`src/rtl/multdiv_sequencer.sv`:
```
// multdiv_sequencer: sequences a multi-cycle multiply/divide that sits beside
// the execute stage. It spots a mult/div in X, latches its operands, fires a
// one-cycle start pulse at the multdiv unit, stalls the front of the pipeline
// until the unit answers (or a timeout expires) and then performs exactly one
// register-file writeback: the result to rd, or an exception code to rstatus.
//
// Handshake with the multdiv unit: md_ctrl_mult/md_ctrl_div is a single-cycle
// start strobe raised only in START; md_opA/md_opB are stable from that cycle
// until the next detected mult/div. md_rdy is a single-cycle completion strobe
// that qualifies md_result and md_exception. It is honoured only in BUSY and is
// ignored in any other state (including after a flush has aborted the op).
module multdiv_sequencer #(
    parameter int TIMEOUT       = 40,
    parameter int CNT_W         = 6,
    parameter int RSTATUS_REG   = 30,
    parameter int MULT_EXC_CODE = 4,
    parameter int DIV_EXC_CODE  = 5
) (
    input  logic        clock,
    input  logic        reset,
    input  logic        ex_valid,
    input  logic [4:0]  ex_opcode,
    input  logic [4:0]  ex_aluop,
    input  logic [4:0]  ex_rd,
    input  logic [31:0] ex_opA,
    input  logic [31:0] ex_opB,
    input  logic        flush,
    output logic [31:0] md_opA,
    output logic [31:0] md_opB,
    output logic        md_ctrl_mult,
    output logic        md_ctrl_div,
    input  logic [31:0] md_result,
    input  logic        md_exception,
    input  logic        md_rdy,
    output logic        stall,
    output logic        busy,
    output logic        wb_we,
    output logic [4:0]  wb_reg,
    output logic [31:0] wb_data,
    output logic [1:0]  dbg_state
);

    typedef enum logic [1:0] {
        S_IDLE  = 2'd0,
        S_START = 2'd1,
        S_BUSY  = 2'd2,
        S_WB    = 2'd3
    } state_t;

    localparam logic [CNT_W-1:0] CNT_LAST   = CNT_W'(TIMEOUT - 1);
    localparam logic [CNT_W-1:0] CNT_ONE    = CNT_W'(1);
    localparam logic [4:0]       ALUOP_MULT = 5'd6;
    localparam logic [4:0]       ALUOP_DIV  = 5'd7;
    localparam logic [4:0]       RST_REG    = 5'(RSTATUS_REG);
    localparam logic [31:0]      MULT_CODE  = 32'(MULT_EXC_CODE);
    localparam logic [31:0]      DIV_CODE   = 32'(DIV_EXC_CODE);

    state_t            state_q,  state_d;
    logic [CNT_W-1:0]  cnt_q,    cnt_d;
    logic [31:0]       opa_q,    opa_d;
    logic [31:0]       opb_q,    opb_d;
    logic [4:0]        rd_q,     rd_d;
    logic              is_div_q, is_div_d;
    logic              exc_q,    exc_d;
    logic [31:0]       result_q, result_d;

    logic              det;

    // A real, unsquashed mult or div sitting in X.
    assign det = ex_valid & ~flush & (ex_opcode == 5'd0) &
                 ((ex_aluop == ALUOP_MULT) | (ex_aluop == ALUOP_DIV));

    // State and operation latches; reset aborts any operation in flight.
    always_ff @(posedge clock or posedge reset) begin
        if (reset) begin
            state_q  <= S_IDLE;
            cnt_q    <= '0;
            opa_q    <= '0;
            opb_q    <= '0;
            rd_q     <= '0;
            is_div_q <= 1'b0;
            exc_q    <= 1'b0;
            result_q <= '0;
        end else begin
            state_q  <= state_d;
            cnt_q    <= cnt_d;
            opa_q    <= opa_d;
            opb_q    <= opb_d;
            rd_q     <= rd_d;
            is_div_q <= is_div_d;
            exc_q    <= exc_d;
            result_q <= result_d;
        end
    end

    // Next-state logic: detect, launch, wait for ready/timeout/flush, write back.
    always_comb begin
        state_d  = state_q;
        cnt_d    = cnt_q;
        opa_d    = opa_q;
        opb_d    = opb_q;
        rd_d     = rd_q;
        is_div_d = is_div_q;
        exc_d    = exc_q;
        result_d = result_q;
        unique case (state_q)
            S_IDLE: begin
                if (det) begin
                    opa_d    = ex_opA;
                    opb_d    = ex_opB;
                    rd_d     = ex_rd;
                    is_div_d = ex_aluop[0];
                    exc_d    = 1'b0;
                    result_d = '0;
                    state_d  = S_START;
                end
            end
            S_START: begin
                // md_rdy cannot be meaningful yet; the unit was only just started.
                cnt_d   = '0;
                state_d = flush ? S_IDLE : S_BUSY;
            end
            S_BUSY: begin
                cnt_d = cnt_q + CNT_ONE;
                if (flush) begin
                    state_d = S_IDLE;
                end else if (md_rdy) begin
                    // A ready result beats a timeout landing on the same cycle.
                    result_d = md_result;
                    exc_d    = md_exception;
                    state_d  = S_WB;
                end else if (cnt_q == CNT_LAST) begin
                    exc_d   = 1'b1;
                    state_d = S_WB;
                end
            end
            S_WB: begin
                // The same instruction is still in X here; do not re-detect it.
                state_d = S_IDLE;
            end
            default: state_d = S_IDLE;
        endcase
    end

    // Outputs decoded from the registered state and latched operation data.
    always_comb begin
        stall        = 1'b0;
        busy         = 1'b0;
        md_ctrl_mult = 1'b0;
        md_ctrl_div  = 1'b0;
        wb_we        = 1'b0;
        wb_reg       = '0;
        wb_data      = '0;
        unique case (state_q)
            S_IDLE: begin
                stall = det & ~reset;
            end
            S_START: begin
                stall        = 1'b1;
                busy         = 1'b1;
                md_ctrl_mult = ~is_div_q;
                md_ctrl_div  = is_div_q;
            end
            S_BUSY: begin
                stall = 1'b1;
                busy  = 1'b1;
            end
            S_WB: begin
                busy = 1'b1;
                if (exc_q) begin
                    wb_we   = 1'b1;
                    wb_reg  = RST_REG;
                    wb_data = is_div_q ? DIV_CODE : MULT_CODE;
                end else begin
                    wb_we   = (rd_q != 5'd0);
                    wb_reg  = rd_q;
                    wb_data = result_q;
                end
            end
            default: ;
        endcase
    end

    assign md_opA    = opa_q;
    assign md_opB    = opb_q;
    assign dbg_state = state_q;

endmodule

```
`config.mk`:
```
export PLATFORM = sky130hd
export DESIGN_NAME = multdiv_sequencer
export DESIGN_NICKNAME = d
export VERILOG_FILES = /design/src/rtl/multdiv_sequencer.sv
export SDC_FILE = /design/constraint.sdc
export NUM_CORES = 1
export LEC_CHECK = 0
export ABC_CLOCK_PERIOD_IN_PS = 4300
export BUFFER_PORTS_ARGS = -buffer_cell sky130_fd_sc_hd__buf_2
export CORE_MARGIN = 3
export CORE_UTILIZATION = 45
export DETAILED_ROUTE_END_ITERATION = 12
export HOLD_SLACK_MARGIN = 0.15
export PLACE_DENSITY = 0.86
export REMOVE_ABC_BUFFERS = 1
export SLEW_MARGIN = 20
export SYNTH_ARGS = -nofsm -noshare
export SYNTH_HDL_FRONTEND = slang
export SYNTH_SLANG_ARGS = --single-unit
export TNS_END_PERCENT = 30
```
`constraint.sdc`:
```
create_clock -name clock -period 4.3 [get_ports clock]
set_input_delay 0.43 -clock clock [delete_from_list [all_inputs] [get_ports clock]]
set_output_delay 0.43 -clock clock [all_outputs]
set_load 0.1 [all_outputs]
```
Word-level counts from Yosys, hierarchy flattened
Cells that the tools add are included.
Operators by class
  add/sub/neg operators: 1
  equal/unequal tests: 11
  muxes and demuxes: 27
  bitwise operators: 8
  reductions and logical operators: 11
Operator list (number)
  32-bit two-way mux: 5
  32-bit case mux with 2 select lines: 1
  6-bit case mux with 2 select lines: 1
  5-bit by 3-bit equality test with 1-bit output (second input constant): 2
  1-bit two-way mux: 10
  2-bit two-way mux: 5
  5-bit two-way mux: 2
  2-bit case mux with 4 select lines: 1
  4-bit AND reduction: 2
  6-bit by 1-bit adder with 6-bit output (second input constant): 1
  6-bit equality test (second input constant): 1
  2-bit inequality test (second input constant): 3
  5-bit logical NOT: 1
  5-bit nonzero test: 1
  1-bit AND: 4
  2-bit equality test (second input constant): 2
  4-bit inequality test (second input constant): 1
  1-bit case mux with 2 select lines: 2
  2-bit AND reduction: 2
  2-bit nonzero test: 2
  3-bit inequality test (second input constant): 1
  1-bit NOT: 3
  3-bit OR reduction: 1
  2-bit by 1-bit equality test with 1-bit output (second input constant): 1
  3 further kinds: 3
Storage, ports and cells
  flip-flop bits (word level): 111
  output and inout bits: 108
  word-level logic and storage cells: 66

Logic depth before layout (Yosys ltp)
  word-level depth: 6
  depth in mapped cells: 7
  depth with buffers taken out: 6

Least setup slack after synthesis
No wires, ideal clock.
  path type: reg2out
  from: register state_q[0], in the netlist dbg_state[0]
  to: output port stall
  data arrival time: 3.833 ns
  required time: 3.870 ns
  setup slack: 0.037 ns
  cell stages (with the launch flop): 6
  buffers on the path: 1
  cells stage by stage: dfrtp_1 inv_1 ha_1 nand2_1 buf_2 o31ai_1
Between the ends
  word-level cells in the longest chain between the ends: 3
  elaborated cells on any way between the ends: 5
  classes of those cells: 2 x eq/ne; 1 x mux; 2 x reduce/logical
RTL lines
  start: declaration: line 58  | state_t state_q, state_d;
  start signal: assignment: line 85  | state_q <= state_d;
  2-bit equality test / 2-bit by 1-bit equality test with 1-bit output (equally long branches): line 154  | unique case (state_q)
  2-bit OR reduction (no line)
  1-bit case mux with 2 select lines *: line 154
  end: declaration: line 35  | output logic stall,
Mark *: on every way between the ends. The rest lies on a longest branch, timed or not.

Final worst setup path
  from: register state_q[1], in the netlist dbg_state[1]
  to: output port wb_data[13]
Between the ends
  word-level cells in the longest chain between the ends: 2
RTL lines
  2-bit equality test: line 154
  32-bit two-way mux: line 154
  end: declaration: line 39  | output logic [31:0] wb_data,
Every way passes these cells.

==> results.toml <==
[synth]
netlist_area_sq_mm = 0.00462
yosysSeqAreaShare = 0.602
async_reset_ff_frac = 1.00
yosys-top-cells-area = "dfrtp_1 60%, mux2_2 17%, a22o_1 6.1%"
synth.largest_area_cell = "dfrtp_1"
synth_cell_types = 35
ys_ff_latch = 111
synth_top_area_frac = 0.602
syn_area_per_cell_sq_um = 13.9
synth_edf_count = 0
synth_ff_type = "dfrtp_1"
syn_inst = 333
yosysWarnings = 0

[timing]
fmax_mhz = 376
timing.setup.tns_ns = 0
fin_ws_ns = 1.64
rsz0062_at_grt = "false"
finalClockSkew_ns = 0.0128
slew_headroom = 0.397
setup_viol_count_final = 0
worst_pin_slew_ns = 0.905
hold_viol = 0
drv_slew = 0
post-route-period-util = 0.619
fin_crit_ns = 2.66

[finish]
nFillCells = 789
area_growth_pct = 30.8
layout_commonest_cell = "buf_2"
n_antenna_cell = 0
most-common-layout-cells = "224 x buf_2, 111 x dfrtp_1, 70 x mux2_2"
fin_nets = 675
drive_gt1_frac = 0.571

[placed_design]
io_buffers = 224
place_hpwl_um = 8470
globalplace.congestion = 0.833
detailedPlace.worstSlack_ns = 1.81

[drt]
vias = 3443
drc_errors = 0
firstDrtPassIters = 4
met2_length_um = 5850
met1_length_um = 4430
wl_met3_um = 655
wl_per_cell_um = 16.3
viasPerCell = 4.99
drtIter0Drc = 138
top_layer_used = "met4"
routed_wl_um = 11200
ant_nets = 0

[pwr]
p_int_mw = 1.64
pwr-share-comb = 0.321
ir_worst_vdd_mv = 0.403
clockPowerShare = 0.239
power.density_mw_per_mm2 = 450
leakage_nw = 3.52
power.switching_mw = 1.08
p_sw_frac = 0.398
seqPwrFrac = 0.440

[setup_path]
crit_required_ns = 3.87
worst_setup_path_end_kind = "output pin"
cp_max_fo = 31
critPathKind = "reg -> out"
ff2ff_path_depth = 6
critPathLaunchType = "flip-flop"
arrival_ns = 2.23

[floorplanning]
die-width_um = 107
io_pins = 225
die_h_um = 107
core.rowCount = 36
dieArea_sq_mm = 0.0115
initial_core_util = 0.468
core_area_sq_mm = 0.00986

[clock_tree]
ctsResizeCount = 0
clk_path_buf_depth = 2
h-tree-depth = 3
cts_tree = "built"
cts.sinks = 111
hold_buffers = 0
cts_root_buf = "clkbuf_8"
cts_made_buffers = 9
path_clk_slew_ns = 0.12
insertion_delay_ns = 0.38
post_cts_buffers = 0

[global_route]
grt_start_max_net_pins = 77
antenna_found_initial = 0
grt_pass1_wl_um = 17200
grt_usage = 0.190
grt_pass1_vias = 3562
grt-ovfl-total = 0

[run]
maxCapViolCount = 0

[status]
outcome = "completed"

[worst_hold_path]
hp-class = "in -> async"
==> worst max-delay path: stages, from the launching register on <==
cell	delay, ns
dfrtp_1	0.43
ha_1	0.36
nor2b_1	0.19
buf_4	0.28
and2_1	0.17
buf_2	0.43
==> metrics by stage <==
step	util	instance area (sq um)	hold WS [ns]	power (mW)	instances
floorplan	-	4510	0.465	1.87	314
global placement	0.590	5820	0.481	2.06	674
detailed placement	0.591	5830	0.484	2.09	674
CTS	0.612	6040	0.253	2.74	690
global route	0.612	6040	0.245	2.86	690
finish	0.612	6040	0.268	2.72	690
==> synthesized netlist by cell type, types with 2 or more instances <==
| master | count |
|---|---|
| a21oi_1 | 3 |
| a22o_1 | 32 |
| and2_1 | 32 |
| buf_2 | 10 |
| buf_6 | 3 |
| clkbuf_1 | 6 |
| dfrtp_1 | 111 |
| ha_1 | 6 |
| inv_1 | 8 |
| mux2_2 | 70 |
| mux2i_1 | 2 |
| nand2_1 | 6 |
| nand3_1 | 3 |
| nor2_1 | 3 |
| nor2b_1 | 5 |
| o21a_1 | 5 |
| o21ai_0 | 6 |
| o31a_1 | 2 |
| o31ai_1 | 2 |
| o41ai_1 | 2 |
| or4_1 | 2 |
==> metal layers <==
| layer | vias up | global-route usage |
|---|---|---|
| li1 | 1621 | - |
| met1 | 1681 | 0.229 |
| met2 | 119 | 0.326 |
| met3 | 22 | 0.0480 |
| met4 | 0 | 0.0731 |
| met5 | - | 0 |
==> state kept, by name (all words and copies together), names as in the netlist <==
name,count
result_q,32
is_div_q,1
dbg_state,2
exc_q,1
md_opA,32
rd_q,5
md_opB,32
cnt_q,6
==> final timing paths <==
kind	to	start	slack (ns)
max	wb_data[13]	dbg_state[1]$_DFFE_PP0P_	1.64
min	md_opB[17]$_DFFE_PP0P_	reset	0.27
max reg2reg	result_q[23]$_DFFE_PP0P_	dbg_state[0]$_DFFE_PP0P_	2.10
min reg2reg	result_q[21]$_DFFE_PP0P_	result_q[21]$_DFFE_PP0P_	0.50
max in group asynchronous	md_opB[19]$_DFFE_PP0P_	reset	3.02
min in group clock	md_opB[13]$_DFFE_PP0P_	ex_opB[13]	0.27
==> layout make-up <==
type / count / area [sq um] / area share
tap: 133 / 166 / 0.0276
inverter: 8 / 32.5 / 0.00539
clock inverter: 7 / 85.1 / 0.0141
multi-input combinational: 195 / 1710 / 0.283
sequential: 111 / 2780 / 0.460
clock buffer: 9 / 124 / 0.0205
timing repair buffer: 227 / 1140 / 0.189
==> cell families (layout without fill, tap and decap cells) <==
family / after synthesis / in the layout / synth area share
AOI/OAI and AO/OA: 55 / 55 / 0.0962
xor gates and xnor gates: 1 / 1 / 0.00190
adders and majority gates: 6 / 6 / 0.0163
buffers and inverters: 27 / 251 / 0.0295
DFF: 111 / 111 / 0.602
muxes: 72 / 72 / 0.175
and+or+nand+nor: 61 / 61 / 0.0792
==> power by group through the flow <==
| stage | clock network [mW] | logic [mW] | registers, mW |
|---|---|---|---|
| floorplan | 0 | 0.547 | 1.33 |
| global placement | 0 | 0.853 | 1.21 |
| detailed placement | 0 | 0.877 | 1.21 |
| CTS | 0.669 | 0.878 | 1.20 |
| global route | 0.718 | 0.929 | 1.21 |
| finish | 0.651 | 0.872 | 1.20 |
(Power assumes the default switching activity.)
